--- src/rtl/fetch_stage_if.sv ---
// Bus between the fetch stage and the rest of the pipeline: ROM port,
// redirect/stall/trap requests coming in, and IF/ID + trap state going out.
interface fetch_stage_if #(
  parameter int ROM_AW = 8
);
  logic [ROM_AW-1:0] rom_addr_o;
  logic [31:0]       rom_data_i;
  logic              stall_i;
  logic              br_taken_i;
  logic [31:0]       br_target_i;
  logic              jmp_valid_i;
  logic [31:0]       jmp_target_i;
  logic              jr_valid_i;
  logic [31:0]       jr_target_i;
  logic              exc_i;
  logic              irq_i;
  logic              irq_block_i;
  logic [31:0]       pc_o;
  logic              ifid_valid_o;
  logic [31:0]       ifid_instr_o;
  logic [31:0]       ifid_pc_o;
  logic [31:0]       ifid_pc4_o;
  logic              trap_o;
  logic              trap_cause_o;
  logic [31:0]       epc_o;

  modport master (
    output rom_addr_o, pc_o, ifid_valid_o, ifid_instr_o, ifid_pc_o, ifid_pc4_o,
           trap_o, trap_cause_o, epc_o,
    input  rom_data_i, stall_i, br_taken_i, br_target_i, jmp_valid_i, jmp_target_i,
           jr_valid_i, jr_target_i, exc_i, irq_i, irq_block_i
  );

  modport slave (
    input  rom_addr_o, pc_o, ifid_valid_o, ifid_instr_o, ifid_pc_o, ifid_pc4_o,
           trap_o, trap_cause_o, epc_o,
    output rom_data_i, stall_i, br_taken_i, br_target_i, jmp_valid_i, jmp_target_i,
           jr_valid_i, jr_target_i, exc_i, irq_i, irq_block_i
  );
endinterface

--- src/rtl/fetch_stage.sv ---
// Instruction-fetch stage: PC register, IF/ID register, prioritised redirects,
// interrupt/exception entry and exception PC.
module fetch_stage #(
  parameter logic [31:0] RESET_VEC = 32'h8000_0000,
  parameter logic [31:0] ILLOP_VEC = 32'h8000_0004,
  parameter logic [31:0] XADR_VEC  = 32'h8000_0008,
  parameter int          ROM_AW    = 8,
  parameter logic [31:0] NOP       = 32'h0000_0000
) (
  input logic           clk,
  input logic           reset,
  fetch_stage_if.master bus
);

  logic [31:0] pc_r;
  logic        ifid_valid_r;
  logic [31:0] ifid_instr_r;
  logic [31:0] ifid_pc_r;
  logic [31:0] ifid_pc4_r;
  logic        trap_r;
  logic        trap_cause_r;
  logic [31:0] epc_r;
  logic [31:0] pc_inc_s;
  logic        irq_take_s;

  // Kernel bit 31 is never touched by the increment; carry out of bit 30 is dropped.
  function automatic logic [31:0] pc_plus4(input logic [31:0] pc);
    return {pc[31], pc[30:0] + 31'd4};
  endfunction

  assign pc_inc_s   = pc_plus4(pc_r);
  assign irq_take_s = bus.irq_i & ~pc_r[31] & ~bus.irq_block_i;

  // PC / IF/ID / trap state update, highest-priority request first.
  always_ff @(posedge clk) begin
    if (reset) begin
      pc_r         <= RESET_VEC;
      ifid_valid_r <= 1'b0;
      ifid_instr_r <= NOP;
      ifid_pc_r    <= 32'h0000_0000;
      ifid_pc4_r   <= 32'h0000_0000;
      trap_r       <= 1'b0;
      trap_cause_r <= 1'b0;
      epc_r        <= 32'h0000_0000;
    end else begin
      trap_r <= 1'b0;
      if (bus.br_taken_i) begin
        pc_r         <= bus.br_target_i;
        ifid_valid_r <= 1'b0;
        ifid_instr_r <= NOP;
      end else if (bus.stall_i) begin
        pc_r         <= pc_r;
        ifid_valid_r <= ifid_valid_r;
        ifid_instr_r <= ifid_instr_r;
      end else if (bus.exc_i) begin
        pc_r         <= XADR_VEC;
        ifid_valid_r <= 1'b0;
        ifid_instr_r <= NOP;
        epc_r        <= ifid_pc4_r;
        trap_r       <= 1'b1;
        trap_cause_r <= 1'b1;
      end else if (bus.jr_valid_i) begin
        pc_r         <= bus.jr_target_i;
        ifid_valid_r <= 1'b0;
        ifid_instr_r <= NOP;
      end else if (bus.jmp_valid_i) begin
        pc_r         <= bus.jmp_target_i;
        ifid_valid_r <= 1'b0;
        ifid_instr_r <= NOP;
      end else if (irq_take_s) begin
        // The instruction at PC was never fetched, so it is the resume point.
        pc_r         <= ILLOP_VEC;
        ifid_valid_r <= 1'b0;
        ifid_instr_r <= NOP;
        epc_r        <= pc_r;
        trap_r       <= 1'b1;
        trap_cause_r <= 1'b0;
      end else begin
        pc_r         <= pc_inc_s;
        ifid_valid_r <= 1'b1;
        ifid_instr_r <= bus.rom_data_i;
        ifid_pc_r    <= pc_r;
        ifid_pc4_r   <= pc_inc_s;
      end
    end
  end

  assign bus.rom_addr_o   = pc_r[ROM_AW+1:2];
  assign bus.pc_o         = pc_r;
  assign bus.ifid_valid_o = ifid_valid_r;
  assign bus.ifid_instr_o = ifid_instr_r;
  assign bus.ifid_pc_o    = ifid_pc_r;
  assign bus.ifid_pc4_o   = ifid_pc4_r;
  assign bus.trap_o       = trap_r;
  assign bus.trap_cause_o = trap_cause_r;
  assign bus.epc_o        = epc_r;

endmodule

--- src/flat_wrapper.sv ---
// flat-port wrapper written by rule: the top's interface ports become plain ports
module fetch_stage_flat 
#(
  parameter logic [31:0] RESET_VEC = 32'h8000_0000,
  parameter logic [31:0] ILLOP_VEC = 32'h8000_0004,
  parameter logic [31:0] XADR_VEC  = 32'h8000_0008,
  parameter int          ROM_AW    = 8,
  parameter logic [31:0] NOP       = 32'h0000_0000
)
  (clk, reset, bus_rom_addr_o, bus_pc_o, bus_ifid_valid_o, bus_ifid_instr_o, bus_ifid_pc_o, bus_ifid_pc4_o, bus_trap_o, bus_trap_cause_o, bus_epc_o, bus_rom_data_i, bus_stall_i, bus_br_taken_i, bus_br_target_i, bus_jmp_valid_i, bus_jmp_target_i, bus_jr_valid_i, bus_jr_target_i, bus_exc_i, bus_irq_i, bus_irq_block_i);
  fetch_stage_if #(.ROM_AW(ROM_AW)) bus_i ();
  input logic clk;
  input logic reset;
  output wire logic [$bits(bus_i.rom_addr_o)-1:0] bus_rom_addr_o;
  output wire logic [$bits(bus_i.pc_o)-1:0] bus_pc_o;
  output wire logic [$bits(bus_i.ifid_valid_o)-1:0] bus_ifid_valid_o;
  output wire logic [$bits(bus_i.ifid_instr_o)-1:0] bus_ifid_instr_o;
  output wire logic [$bits(bus_i.ifid_pc_o)-1:0] bus_ifid_pc_o;
  output wire logic [$bits(bus_i.ifid_pc4_o)-1:0] bus_ifid_pc4_o;
  output wire logic [$bits(bus_i.trap_o)-1:0] bus_trap_o;
  output wire logic [$bits(bus_i.trap_cause_o)-1:0] bus_trap_cause_o;
  output wire logic [$bits(bus_i.epc_o)-1:0] bus_epc_o;
  input wire logic [$bits(bus_i.rom_data_i)-1:0] bus_rom_data_i;
  input wire logic [$bits(bus_i.stall_i)-1:0] bus_stall_i;
  input wire logic [$bits(bus_i.br_taken_i)-1:0] bus_br_taken_i;
  input wire logic [$bits(bus_i.br_target_i)-1:0] bus_br_target_i;
  input wire logic [$bits(bus_i.jmp_valid_i)-1:0] bus_jmp_valid_i;
  input wire logic [$bits(bus_i.jmp_target_i)-1:0] bus_jmp_target_i;
  input wire logic [$bits(bus_i.jr_valid_i)-1:0] bus_jr_valid_i;
  input wire logic [$bits(bus_i.jr_target_i)-1:0] bus_jr_target_i;
  input wire logic [$bits(bus_i.exc_i)-1:0] bus_exc_i;
  input wire logic [$bits(bus_i.irq_i)-1:0] bus_irq_i;
  input wire logic [$bits(bus_i.irq_block_i)-1:0] bus_irq_block_i;
  assign bus_rom_addr_o = bus_i.rom_addr_o;
  assign bus_pc_o = bus_i.pc_o;
  assign bus_ifid_valid_o = bus_i.ifid_valid_o;
  assign bus_ifid_instr_o = bus_i.ifid_instr_o;
  assign bus_ifid_pc_o = bus_i.ifid_pc_o;
  assign bus_ifid_pc4_o = bus_i.ifid_pc4_o;
  assign bus_trap_o = bus_i.trap_o;
  assign bus_trap_cause_o = bus_i.trap_cause_o;
  assign bus_epc_o = bus_i.epc_o;
  assign bus_i.rom_data_i = bus_rom_data_i;
  assign bus_i.stall_i = bus_stall_i;
  assign bus_i.br_taken_i = bus_br_taken_i;
  assign bus_i.br_target_i = bus_br_target_i;
  assign bus_i.jmp_valid_i = bus_jmp_valid_i;
  assign bus_i.jmp_target_i = bus_jmp_target_i;
  assign bus_i.jr_valid_i = bus_jr_valid_i;
  assign bus_i.jr_target_i = bus_jr_target_i;
  assign bus_i.exc_i = bus_exc_i;
  assign bus_i.irq_i = bus_irq_i;
  assign bus_i.irq_block_i = bus_irq_block_i;
  fetch_stage #(.RESET_VEC(RESET_VEC), .ILLOP_VEC(ILLOP_VEC), .XADR_VEC(XADR_VEC), .ROM_AW(ROM_AW), .NOP(NOP)) u_core (.clk(clk), .reset(reset), .bus(bus_i));
endmodule
--- config.mk ---
export PLATFORM = sky130hd
export DESIGN_NAME = fetch_stage_flat
export DESIGN_NICKNAME = d
export VERILOG_FILES = /design/src/rtl/fetch_stage_if.sv /design/src/rtl/fetch_stage.sv /design/src/flat_wrapper.sv
export SDC_FILE = /design/constraint.sdc
export NUM_CORES = 1
export LEC_CHECK = 0
export CORE_MARGIN = 2
export CORE_UTILIZATION = 41
export CTS_CLUSTER_SIZE = 14
export DETAILED_ROUTE_END_ITERATION = 10
export PLACE_DENSITY = 0.89
export SYNTH_ARGS = -nofsm -noshare
export SYNTH_HDL_FRONTEND = slang
export SYNTH_SLANG_ARGS = --single-unit
--- constraint.sdc ---
create_clock -name clk -period 4.65 [get_ports clk]
set_clock_uncertainty 0.15 [all_clocks]
set_input_delay 0.93 -clock clk [delete_from_list [all_inputs] [get_ports clk]]
set_output_delay 0.93 -clock clk [all_outputs]
set_load 0.05 [all_outputs]
# After elaboration in Yosys (flattened, before gate mapping)
# Index checks and enable logic that the tools add are counted.
[word_totals]
register_bits = 163
[classes]
addsub = 1
n_eq_ne = 3
mux = 26
bitwise = 10
reduce_logical = 7
[op_table]
columns = ["operator", "count"]
rows = [
  ["2-to-1 mux 32 bit", 14],
  ["adder 31 x 3 -> 31 bit (second input constant)", 1],
  ["2-to-1 mux 1 bit", 12],
  ["NOT 1 bit", 8],
  ["!= test 2 x 1 -> 1 bit (second input constant)", 3],
  ["AND reduction 6 bit", 1],
  ["AND reduction 5 bit", 1],
  ["nonzero test 5 bit", 1],
  ["OR reduction 3 bit", 1],
  ["bitwise AND 1 bit", 2],
  ["AND reduction 2 bit", 1],
  ["nonzero test 2 bit", 1],
  ["OR reduction 2 bit", 1],
]

# Logic depth before layout (Yosys ltp)
[depth]
depth_word = 9
ltp_mapped = 8

# Worst setup path before layout
# Ideal clock, no wire load.
[synth_path]
kind = "input port to flip-flop"
start = "input port bus_jr_valid_i"
end = "register u_core.ifid_pc_r[21] (netlist: u_core.bus.ifid_pc_o[21])"
setup_time_ns = 0.070
arrival_ns = 2.290
slack_ns = 2.139
stages = 8
cell_sequence = "clkbuf_1 -> nor2_1 -> nand2_1 -> nor2_2 -> buf_2 -> buf_2 -> nand2_1 -> a21oi_1"
[synth_between]
elab_chain_cells = 2
[synth_lines]
columns = ["element", "line", "rtl"]
rows = [
  ["start, declared", "flat_wrapper.sv:29", "input wire logic [$bits(bus_i.jr_valid_i)-1:0] bus_jr_valid_i;"],
  ["NOT 1 bit (no source line)", "--", ""],
  ["AND reduction 6 bit (no source line)", "--", ""],
  ["end signal, assigned", "fetch_stage.sv:82", "ifid_pc_r <= pc_r;"],
  ["end, declared", "fetch_stage.sv:18", "logic [31:0] ifid_pc_r;"],
]
# No other way between the ends.
# A chain may end at the register's enable or synchronous reset.

# Worst setup path in the final report
[layout_path]
start = "input port bus_jmp_valid_i"
end = "register u_core.ifid_instr_r[20] (netlist: u_core.bus.ifid_instr_o[20])"
[layout_between]
elab_chain_cells = 3
[layout_lines]
columns = ["element", "line", "rtl"]
rows = [
  ["start, declared", "flat_wrapper.sv:27", "input wire logic [$bits(bus_i.jmp_valid_i)-1:0] bus_jmp_valid_i;"],
  ["2-to-1 mux 32 bit", "fetch_stage.sv:66", "end else if (bus.jmp_valid_i) begin"],
  ["2-to-1 mux 32 bit", "fetch_stage.sv:62", "end else if (bus.jr_valid_i) begin"],
  ["2-to-1 mux 32 bit", "fetch_stage.sv:55", "end else if (bus.exc_i) begin"],
  ["end signal, assigned", "fetch_stage.sv:54", "ifid_instr_r <= ifid_instr_r;"],
  ["end signal, assigned", "fetch_stage.sv:81", "ifid_instr_r <= bus.rom_data_i;"],
  ["end, declared", "fetch_stage.sv:17", "logic [31:0] ifid_instr_r;"],
]
# No other way between the ends.

==> metrics.csv <==
stage,metric,value,unit
outcome,status,completed,
clock_tree,CTS max path bufs,2,
power,maximum VDD drop,0.0002529,V
routing,DR vias/cell,5.891,
finish,antenna cells,0,
critical_path,Critical Path Start Type,primary input,
global_routing,met2 usage,47.78,%
clock_tree,root buffer cell,clkbuf_16,
global_routing,vias in the first global route,8039,
timing,Worst-Margin Slew,1.306,ns
logic_synthesis,register area share after synthesis,42.78,%
logic_synthesis,Synthesized Nets,1066,
critical_path,Arrival @ worst endpoint,3.49,ns
clock_tree,post_cts resized,0,
global_routing,met1 usage,37.42,%
critical_path,crit path max fanout,33,
global_routing,largest net degree at the start of global routing,76,
logic_synthesis,most common library cells after synthesis,"dfxtp_1 (160), nand2_1 (133), nor2_1 (102), a21oi_1 (81), clkbuf_1 (60)",
clock_tree,cts hold-fix bufs,0,
power,Flop pwr share,41.3,%
global_routing,GRT Max-Usage Layer,met2,
hold_path,Hold WC Path Type,reg2reg,
finish,layout cell share with drive strength beyond 1,5.847,%
floorplanning,number of I/O pins,308,
routing,drt first-iter violations,740,
timing,Slew headroom,12.86,%
place,IO Port Bufs,307,
routing,DRC Markers,0,
logic_synthesis,Post-synth EDFFs,0,
floorplanning,area of the die,19360,µm²
floorplanning,Core ar.,17960,µm²
place,gp weighted congestion,0.9208,
logic_synthesis,Avg Inst Size Synth,8.068,µm²
logic_synthesis,Synth area leader,dfxtp_1,
global_routing,first-pass GRT wire length,45.28,mm
critical_path,Setup crit end kind,register,
power,Clock Power Share,41.8,%
place,HPWL Detailed,21.15,mm
global_routing,"Remaining Overflow, GRT",0,
floorplanning,Cell Rows,49,
finish,Area Overhead vs Synth,48.81,%
power,Sw Pwr,1053,µW
routing,via count,8301,
routing,wire per inst,20.88,µm
clock_tree,clk_lat worst skew,0.43,ns
routing,ANT nets after route,0,
logic_synthesis,#FFs+latches synth,160,
critical_path,cells on worst reg2reg path,6,
power,combinational share of power,16.9,%
clock_tree,clock sink count,160,
clock_tree,H-tree depth,4,
logic_synthesis,Ys Warns,0,
flow_run,total of max-cap violations,0,
logic_synthesis,"count leader, synth",dfxtp_1,
global_routing,gr usage total,29.81,%
power,switch share,29.43,%
logic_synthesis,mapped cell area,7487,µm²
global_routing,routing usage on met3,9.081,%
routing,DRT Pass-1 Iters,5,
routing,final WL,29.42,mm
clock_tree,CTS tree,built,
logic_synthesis,Post-synth top flop,dfxtp_1,
power,Pwr Density,321.0,nW/µm²
logic_synthesis,library cells used by synthesis,55,
clock_tree,Inserted Clock Buffers,17,
timing,fmax,304.0,MHz
logic_synthesis,ys async rst share,0,%
critical_path,R2R setup slack,1.70,ns
logic_synthesis,top cell type's share of synthesized area,42.78,%
timing,RSZ-0062 raised after global routing,no,
global_routing,initial antenna violation count,1,
floorplanning,Die H,139.1,µm
finish,nets,1306,
critical_path,critical path class,in2reg,
hold_path,Hold Path Depth,2,
logic_synthesis,Synth area leaders,"dfxtp_1 (43%), nand2_1 (6.7%), a21oi_1 (5.4%)",
timing,Final setup violation count,0,
timing,hold slack final,0.3055,ns
critical_path,WP data required,4.85,ns
timing,"Slew Viols, Final",0,
logic_synthesis,Post-Syn Instances,928,
timing,Final Hold Viols,0,
floorplanning,Die Width,139.1,µm
timing,Setup TNS,0,ns
clock_tree,Worst-path clk slew,0.07,ns
power,Static Leak,0.003784,µW
power,internal power,2524,µW
floorplanning,initial core utilization,41.68,%
power,Design Power,3577,µW
timing,fin crit share,70.75,%
clock_tree,post-CTS setup buffers,0,
timing,min Tclk post-route,3.290,ns
-- per-layer routing --
layer,part of all wire (%),wire length (µm),up-vias
met4,3.5,1028,2
li1,-,-,3799
met2,46,13630,519
met1,40,11620,3901
met3,11,3120,80
met5,0.044,13,-
-- layout by cell type (no fill, tap or decap), drive strengths merged, types with 2 or more instances in the layout --
cell type      synthesis  final
buf                   42     21
nor2                 103    103
nor4                  16     16
xnor2                  9      9
nand2b                 2      2
xor2                   6      6
and4                   5      5
nand3                 19     19
clkinv                 1      2
a221oi                17     17
inv                    7     16
nor3b                  2      2
or2                    2      2
and3                   7      7
a31oi                  2      2
mux2i                 33     33
o22ai                  3      3
nand4                 14     14
a311oi                 3      3
a211oi                49     49
bufinv                 0      3
a22oi                 41     41
o21ai                 52     52
a22o                   6      6
o31a                   7      7
a221o                  4      4
o211a                  2      2
nor3                  25     25
or3                    3      3
clkdlybuf4s50          0    303
nand2                133    133
dfxtp                160    160
clkbuf                61     17
a21oi                 81     81
and2                   2      2
-- final timing paths --
path	startpoint	end
setup reg to reg	u_core.bus.pc_o[2]	u_core.bus.pc_o[26]
hold / removal	u_core.bus.ifid_pc_o[23]	u_core.bus.ifid_pc_o[23]
setup / recovery	bus_jmp_valid_i	u_core.bus.ifid_instr_o[20]
hold reg to reg	u_core.bus.ifid_pc_o[23]	u_core.bus.ifid_pc_o[23]
-- layout make-up --
type,count,area [µm²]
Inverter,8,30.03
Clock inverter,14,192.7
Tap cell,229,286.5
Timing Repair Buffer,324,3196
Clock buffer,17,425.4
Multi-Input combinational cell,657,3809
Sequential cell,160,3203
Fill cell,1503,6822
-- power groups by stage --
stage	Combinational (µW)	Sequential, µW	Clock, µW
after floorplan	238	1590	0
after global placement	591	1500	0
after detailed placement	600	1500	0
after CTS	602	1470	1510
after global routing	639	1480	1580
final	604	1480	1500
-- kinds of logic (layout without fill, tap and decap cells) --
kind of cell    after synthesis  after routing  share of synthesized area, %
fa+ha+maj                     1              1                        0.1671
compound gates              272            272                         23.65
simple gates                336            336                         20.47
flops                       160            160                         42.78
buf+inv                     111            363                         6.768
mux                          33             33                         4.412
xor+xnor                     15             15                         1.755
-- metrics by stage --
stage,instances,cell area (µm²),utilization (%),worst slack [ns]
final,1409,11140,62.03,1.360
after global routing,1409,11140,62.03,1.107
after CTS,1409,11140,62.03,1.404
after detailed placement,1378,10520,58.58,0.9929
after global placement,1378,10520,58.58,0.9341
after floorplan,928,7487,-,2.139
-- critical path, cell delays in order --
cell             delay [ns]
clkdlybuf4s50_1        0.52
nor2_1                 0.37
nand2_1                0.10
buf_4                  0.19
nor2_2                 1.00
a22oi_1                0.20
nor2_1                 0.16
-- sequential cells by signal, indices dropped and copies added, names as in the netlist --
| register | flops |
|---|---|
| u_core.bus.epc_o | 32 |
| u_core.bus.ifid_instr_o | 32 |
| u_core.bus.pc_o | 32 |
| u_core.bus.ifid_pc4_o | 31 |
| u_core.bus.ifid_pc_o | 30 |
| u_core.bus.ifid_valid_o | 1 |
| u_core.bus.trap_cause_o | 1 |
| u_core.bus.trap_o | 1 |
(Power assumes the default switching activity.)
